[src/rtl/fft_8_input_loader_pkg.sv]
// fft_pkg: shared definitions for the FFT front end.
//   - default frame geometry (FFT_N_POINTS, FFT_DATA_W, FFT_LOG2N)
//   - cplx_t: one complex sample {re, im}
//   - loader_state_t: input loader state encoding
//   - bitrev(): reverse the low log2n bits of an index
package fft_pkg;

  localparam int unsigned FFT_N_POINTS = 8;
  localparam int unsigned FFT_DATA_W   = 16;
  localparam int unsigned FFT_LOG2N    = $clog2(FFT_N_POINTS);
  localparam int unsigned BITREV_MAX_W = 16;

  typedef struct packed {
    logic signed [FFT_DATA_W-1:0] re;
    logic signed [FFT_DATA_W-1:0] im;
  } cplx_t;

  typedef enum logic [1:0] {
    IDLE,
    FILL,
    START,
    BUSY
  } loader_state_t;

  // Reverses bits [log2n-1:0] of v; bits above log2n come back as zero.
  // The loop bound is constant so the function stays synthesizable.
  function automatic logic [BITREV_MAX_W-1:0] bitrev(
    input logic [BITREV_MAX_W-1:0] v,
    input int unsigned             log2n
  );
    logic [BITREV_MAX_W-1:0] r;
    r = '0;
    for (int unsigned b = 0; b < BITREV_MAX_W; b++) begin
      if (b < log2n) begin
        r[4'(log2n - 1 - b)] = v[4'(b)];
      end
    end
    return r;
  endfunction

endpackage

[src/rtl/fft_8_input_loader_frame_buf.sv]
// fft_frame_buf: N-slot register array holding one component (real or imag)
// of a frame.
//   clk, rst   : clock, asynchronous active-high reset (clears all slots)
//   wr_en      : write wr_data into slot wr_slot this cycle
//   wr_slot    : physical slot index
//   wr_data    : sample component
//   clr_mask   : slots to zero this cycle (zero-padding of short frames)
//   slot_data  : registered slot contents
module fft_frame_buf
  import fft_pkg::*;
#(
  parameter int unsigned N_POINTS = FFT_N_POINTS,
  parameter int unsigned DATA_W   = FFT_DATA_W
) (
  input  logic                         clk,
  input  logic                         rst,
  input  logic                         wr_en,
  input  logic [$clog2(N_POINTS)-1:0]  wr_slot,
  input  logic [DATA_W-1:0]            wr_data,
  input  logic [N_POINTS-1:0]          clr_mask,
  output logic [DATA_W-1:0]            slot_data [N_POINTS]
);

  localparam int unsigned LOG2N = $clog2(N_POINTS);

  logic [DATA_W-1:0] data_q [N_POINTS];
  logic [DATA_W-1:0] data_d [N_POINTS];

  // The loader never clears the slot it writes in the same cycle, so the
  // write/clear priority below never actually resolves a conflict.
  always_comb begin
    data_d = data_q;
    for (int unsigned i = 0; i < N_POINTS; i++) begin
      if (wr_en && (wr_slot == LOG2N'(i))) begin
        data_d[i] = wr_data;
      end else if (clr_mask[i]) begin
        data_d[i] = '0;
      end
    end
  end

  always_ff @(posedge clk or posedge rst) begin
    if (rst) begin
      for (int unsigned i = 0; i < N_POINTS; i++) begin
        data_q[i] <= '0;
      end
    end else begin
      data_q <= data_d;
    end
  end

  assign slot_data = data_q;

endmodule

[src/rtl/fft_8_input_loader.sv]
// fft_8_input_loader: collects a serial complex sample stream into an
// N_POINTS frame, launches the FFT core with a one-cycle start pulse, then
// holds the frame and blocks input until the core reports done.
//   clk, rst            : clock, asynchronous active-high reset
//   in_valid/in_ready   : upstream handshake (accept = valid && ready)
//   in_real/in_imag     : sample components
//   in_last             : ends a short frame; remaining slots are zeroed
//   fft_start           : one-cycle launch pulse to the core
//   fft_done            : core done level, looked at only while waiting
//   fft_real/fft_imag   : registered frame presented to the core
//   frame_cnt           : frames launched (wrapping)
//   pad_flag            : last launched frame was zero-padded
// Build option: FFT_LOADER_BITREV_EN stores sample n in slot bitrev(n) so the
// core receives the frame in bit-reversed order; otherwise slot = n.
module fft_8_input_loader
  import fft_pkg::*;
#(
  parameter int unsigned N_POINTS = FFT_N_POINTS,
  parameter int unsigned DATA_W   = FFT_DATA_W,
  parameter int unsigned CNT_W    = 8
) (
  input  logic              clk,
  input  logic              rst,
  input  logic              in_valid,
  output logic              in_ready,
  input  logic [DATA_W-1:0] in_real,
  input  logic [DATA_W-1:0] in_imag,
  input  logic              in_last,
  output logic              fft_start,
  input  logic              fft_done,
  output logic [DATA_W-1:0] fft_real [N_POINTS],
  output logic [DATA_W-1:0] fft_imag [N_POINTS],
  output logic [CNT_W-1:0]  frame_cnt,
  output logic              pad_flag
);

  localparam int unsigned LOG2N = $clog2(N_POINTS);

  loader_state_t      state_q, state_d;
  logic [LOG2N-1:0]   wr_idx_q, wr_idx_d;
  logic [CNT_W-1:0]   frame_cnt_q, frame_cnt_d;
  logic               pad_q, pad_d;

  logic               accept;
  logic               wr_en;
  logic [LOG2N-1:0]   wr_slot;
  logic [N_POINTS-1:0] clr_mask;

  // Logical sample index -> physical slot.
  function automatic logic [LOG2N-1:0] slot_of(input logic [LOG2N-1:0] n);
`ifdef FFT_LOADER_BITREV_EN
    return LOG2N'(bitrev(BITREV_MAX_W'(n), LOG2N));
`else
    return n;
`endif
  endfunction

  assign in_ready  = (state_q == FILL);
  assign fft_start = (state_q == START);
  assign accept    = in_valid && in_ready;
  assign wr_slot   = slot_of(wr_idx_q);
  assign frame_cnt = frame_cnt_q;
  assign pad_flag  = pad_q;

  always_comb begin
    state_d     = state_q;
    wr_idx_d    = wr_idx_q;
    frame_cnt_d = frame_cnt_q;
    pad_d       = pad_q;
    wr_en       = 1'b0;
    clr_mask    = '0;

    unique case (state_q)
      IDLE: begin
        state_d = FILL;
      end

      FILL: begin
        if (accept) begin
          wr_en    = 1'b1;
          wr_idx_d = wr_idx_q + LOG2N'(1);
          if ((wr_idx_q == LOG2N'(N_POINTS - 1)) || in_last) begin
            state_d = START;
            pad_d   = in_last && (wr_idx_q != LOG2N'(N_POINTS - 1));
            // Padding is defined on logical indices; each one above the
            // last accepted index is mapped to its physical slot.
            if (pad_d) begin
              for (int unsigned k = 0; k < N_POINTS; k++) begin
                if (LOG2N'(k) > wr_idx_q) begin
                  clr_mask[slot_of(LOG2N'(k))] = 1'b1;
                end
              end
            end
          end
        end
      end

      START: begin
        wr_idx_d    = '0;
        frame_cnt_d = frame_cnt_q + CNT_W'(1);
        state_d     = BUSY;
      end

      BUSY: begin
        if (fft_done) begin
          state_d = FILL;
        end
      end

      default: begin
        state_d = IDLE;
      end
    endcase
  end

  always_ff @(posedge clk or posedge rst) begin
    if (rst) begin
      state_q     <= IDLE;
      wr_idx_q    <= '0;
      frame_cnt_q <= '0;
      pad_q       <= 1'b0;
    end else begin
      state_q     <= state_d;
      wr_idx_q    <= wr_idx_d;
      frame_cnt_q <= frame_cnt_d;
      pad_q       <= pad_d;
    end
  end

  fft_frame_buf #(
    .N_POINTS (N_POINTS),
    .DATA_W   (DATA_W)
  ) u_buf_real (
    .clk       (clk),
    .rst       (rst),
    .wr_en     (wr_en),
    .wr_slot   (wr_slot),
    .wr_data   (in_real),
    .clr_mask  (clr_mask),
    .slot_data (fft_real)
  );

  fft_frame_buf #(
    .N_POINTS (N_POINTS),
    .DATA_W   (DATA_W)
  ) u_buf_imag (
    .clk       (clk),
    .rst       (rst),
    .wr_en     (wr_en),
    .wr_slot   (wr_slot),
    .wr_data   (in_imag),
    .clr_mask  (clr_mask),
    .slot_data (fft_imag)
  );

endmodule

[config.mk]
export PLATFORM = sky130hd
export DESIGN_NAME = fft_8_input_loader
export DESIGN_NICKNAME = d
export VERILOG_FILES = /design/src/rtl/fft_8_input_loader_pkg.sv /design/src/rtl/fft_8_input_loader_frame_buf.sv /design/src/rtl/fft_8_input_loader.sv
export SDC_FILE = /design/constraint.sdc
export NUM_CORES = 1
export LEC_CHECK = 0
export CAP_MARGIN = 20
export CORE_AREA = 5 5 159 161
export CTS_BUF_LIST = sky130_fd_sc_hd__clkbuf_8
export CTS_CLUSTER_SIZE = 25
export DETAILED_ROUTE_END_ITERATION = 7
export DIE_AREA = 0 0 164 166
export PLACE_DENSITY_LB_ADDON = 0.3
export SYNTH_ARGS = -nofsm -noshare
export SYNTH_HDL_FRONTEND = slang
export SYNTH_SLANG_ARGS = --single-unit
export TNS_END_PERCENT = 30
[constraint.sdc]
create_clock -name clk -period 18.1 [get_ports clk]
set_input_delay 1.81 -clock clk [delete_from_list [all_inputs] [get_ports clk]]
set_output_delay 1.81 -clock clk [all_outputs]
set_load 0.01 [all_outputs]
==> summary.md <==
| Metric | Value |
|---|---|
| Worst Tran Pin Value | `about 1.1 ns` |
| Fin worst setup slack | `roughly 14 ns` |
| CP Max Fanout | `approximately 120` |
| Post-cts sizing count | `0` |
| Clock sink count | `between 200 and 300` |
| Seq/Total Area, Yosys | `0.6426` |
| Vias/cell | `about 5.6` |
| Syn nets | `between 800 and 900` |
| I/O Buffers | `between 300 and 400` |
| R2R Setup Slk | `between 15 and 20 ns` |
| Minimum clock period | `4.177 ns` |
| TritonCTS clock tree | `built` |
| Largest vdd supply drop | `slightly above 0.08 mV` |
| Largest stage delay, worst path | `roughly 0.85 ns` |
| Unique masters post-synth | `37` |
| Max-cap viol count | `0` |
| Power Density | `around 160 mW/mm²` |
| CTS hold repair buffers | `0` |
| Final cycle utilization of the critical path | `0.2308` |
| Mapped Area | `about 0.011 mm²` |
| Worst EP required | `18.63 ns` |
| Nets | `roughly 1.1k` |
| Top Ports | `slightly above 300` |
| Gr usage total | `0.2437` |
| WHS | `0.4799 ns` |
| Row cnt | `57` |
| Total number of vias | `8067` |
| Clock slew at reported path FFs | `0.05 ns` |
| Total CTS buffers | `45` |
| Routed length per instance | `approximately 23 µm` |
| FF-to-FF Start | `state_q[1]` |
| Area growth, synth to finish | `37.42%` |
| Max frequency | `~240 MHz` |
| TNS Setup | `0 ns` |
| Critical Path Source | `rst` |
| Worst EP arrival | `around 4.7 ns` |
| Outcome | `finished, final reports clean` |
| Initial antenna violation count | `0` |
| Seq cells post-synth | `270` |
| Synth warn | `0` |
| Final setup vio count | `0` |
| Initial Util | `0.4414` |
| RSZ-0062 raised after global routing | `no` |
| Cell Chain, Critical Path | `clkdlybuf4s50_1, inv_8, buf_4, buf_4` |
| Drt initial violations | `600` |
| DRC | `0` |
| Worst slack, placed | `between 10 and 15 ns` |
| Crit-path slowest cell | `buf_4` |
| First-pass GRT wire length | `51710 µm` |
| Crit path kind | `primary input to async pin` |
| Clock Skews | `0.01804 ns` |
| Slew HR | `0.2579` |
| DRT Pass-1 Iters | `5` |
| Die area | `0.02722 mm²` |
| Total setup buffers inserted after CTS | `0` |
| Final hold vios | `0` |
| Root cell of the clock tree | `clkbuf_8` |
| Final count of pins violating max slew | `0` |
| CP Depth | `4` |
| Clock latency on the worst-skew pair | `about 0.54 ns` |
| Post-DP HPWL | `~22000 µm` |
| DRT antenna net count | `0` |
| Cell family contributing the most delay on the critical path | `buffers and inverters` |
| Total global routing overflow | `0` |
| Placed Cells | `around 1.4k` |
| Vias in the first global route | `between 8k and 9k` |
| CP Capture Point | `u_buf_real.slot_data[17]` |
| Post-layout util | `0.6065` |
| Pin count of the biggest net entering global routing | `about 120` |
| Core ar. | `approximately 0.024 mm²` |
| Layout cells sized above 1 | `0.08459` |
| Fin cells | `approximately 1.4k` |
| LEAKAGE | `0.006406 µW` |
| Startpoint types | `primary input` |
| H-tree depth | `2` |
| Crit path capture type | `async pin` |
| Total routed wirelength | `around 33000 µm` |
| Clock buffer depth | `3` |
| Path depth of the worst reg2reg path | `5` |
| Die Y | `about 170 µm` |
| Synthesized area per cell | `about 13 µm²` |
| Diodes inserted | `0` |
| R2r endpoint | `u_buf_real.slot_data[24]` |
| Final GP Congestion | `slightly below 0.8` |
| Mapped Cells | `roughly 830` |
| Worst hold path startpoint | `frame_cnt[7]` |
| Die X-Extent | `between 150 and 200 µm` |
| Hold WC Path Type | `flip-flop to flip-flop` |
| Top cell by count, worst path | `buf_4` |
| Worst path buffer plus inverter count | `4` |
| Fill count | `between 1.5k and 2k` |
## report_power, final
group	internal, µW	leakage, µW	switching (µW)
clock	291	0.000494	235
sequential	795	0.00366	122
combinational	460	0.00226	409
## cell type report
cell class | instances | area, µm² | share of cell area
repair buffers | 318 | 3153 | 0.2182
clock inverters | 18 | 105.1 | 0.007275
flip-flops and latches | 270 | 6756 | 0.4677
well taps | 324 | 405.4 | 0.02806
inverters | 6 | 30.03 | 0.002078
clock buffers | 56 | 770.7 | 0.05335
multi-input cells | 455 | 3227 | 0.2233
## how the worst min path moves through the flow
stage / end / slack (ns) / cells past startpoint
2_1_floorplan: frame_cnt[7] / 0.50 / 1
3_3_place_gp: frame_cnt[7] / 0.46 / 1
3_5_place_dp: frame_cnt[7] / 0.46 / 1
4_1_cts: frame_cnt[7] / 0.48 / 1
5_1_grt: frame_cnt[7] / 0.49 / 1
6_report: frame_cnt[7] / 0.48 / 1
## sequential cells by signal, indices dropped and copies added (netlist names)
signal,flops
frame_cnt,8
state_q,2
wr_idx_q,3
u_buf_real.slot_data,128
u_buf_imag.slot_data,128
pad_flag,1
## cell usage in the layout (no fill, tap or decap), types with 6 or more instances in the layout
cell	count
o21ai_0	70
buf_4	14
clkdlybuf4s50_1	303
ha_1	8
clkbuf_8	56
dfrtp_1	270
clkinv_2	6
o2bb2ai_1	64
a22o_1	160
nand2_1	105
inv_1	15
## cell usage after synthesis
| library cell | count | area share |
|---|---|---|
| o2bb2ai_1 | 64 | 0.053 |
| a21oi_2 | 1 | 0.00083 |
| a21oi_1 | 1 | 0.00048 |
| and4_1 | 2 | 0.0017 |
| or2_1 | 1 | 0.00060 |
| o211ai_1 | 1 | 0.00071 |
| nand3_1 | 3 | 0.0014 |
| dfrtp_1 | 270 | 0.64 |
| xor2_1 | 4 | 0.0033 |
| nor2_1 | 5 | 0.0018 |
| o21ai_0 | 70 | 0.033 |
| clkbuf_2 | 3 | 0.0014 |
| a31oi_2 | 1 | 0.0012 |
| a22o_1 | 160 | 0.13 |
| nor3b_1 | 1 | 0.00071 |
| a31oi_1 | 1 | 0.00060 |
| inv_1 | 6 | 0.0021 |
| nor2b_1 | 4 | 0.0024 |
| nand4b_1 | 1 | 0.00083 |
| and4b_1 | 2 | 0.0019 |
| o31ai_1 | 1 | 0.00071 |
| mux2_2 | 1 | 0.0011 |
| clkbuf_1 | 31 | 0.011 |
| and3_1 | 3 | 0.0018 |
| nor3_1 | 1 | 0.00048 |
| buf_2 | 32 | 0.015 |
| mux2i_1 | 1 | 0.00095 |
| o21a_1 | 2 | 0.0014 |
| buf_4 | 37 | 0.026 |
| nor3b_2 | 1 | 0.0012 |
| xnor2_1 | 3 | 0.0025 |
| nand4_1 | 3 | 0.0018 |
| ha_1 | 8 | 0.0095 |
| a22oi_2 | 1 | 0.0012 |
| a22oi_1 | 1 | 0.00071 |
| nand2_1 | 105 | 0.037 |
| nor3_2 | 2 | 0.0019 |
## per-stage QoR
stage / cell area [µm²] / total power (µW)
floorplan: 10510 / 1279
global placement: 13560 / 1779
detailed placement: 13560 / 1799
CTS: 14430 / 2331
global route: 14450 / 2437
finish: 14450 / 2311
## cells by family (layout without fill, tap and decap cells)
| family | Yosys count | in the layout | share of synthesized area |
|---|---|---|---|
| xor+xnor | 7 | 7 | 0.005831 |
| flops | 270 | 270 | 0.6426 |
| buf+inv | 109 | 398 | 0.05629 |
| fa+ha+maj | 8 | 8 | 0.009521 |
| mux | 2 | 2 | 0.002023 |
| compound gates | 304 | 304 | 0.2278 |
| simple gates | 134 | 134 | 0.05593 |
## per-layer routing
| layer | GRT usage | share of wire |
|---|---|---|
| met2 | 0.3795 | 0.46 |
| met3 | 0.06180 | 0.084 |
| met4 | 0.07476 | 0.029 |
| met1 | 0.3386 | 0.42 |
| met5 | 0 | 0 |
(Power assumes the default switching activity.)
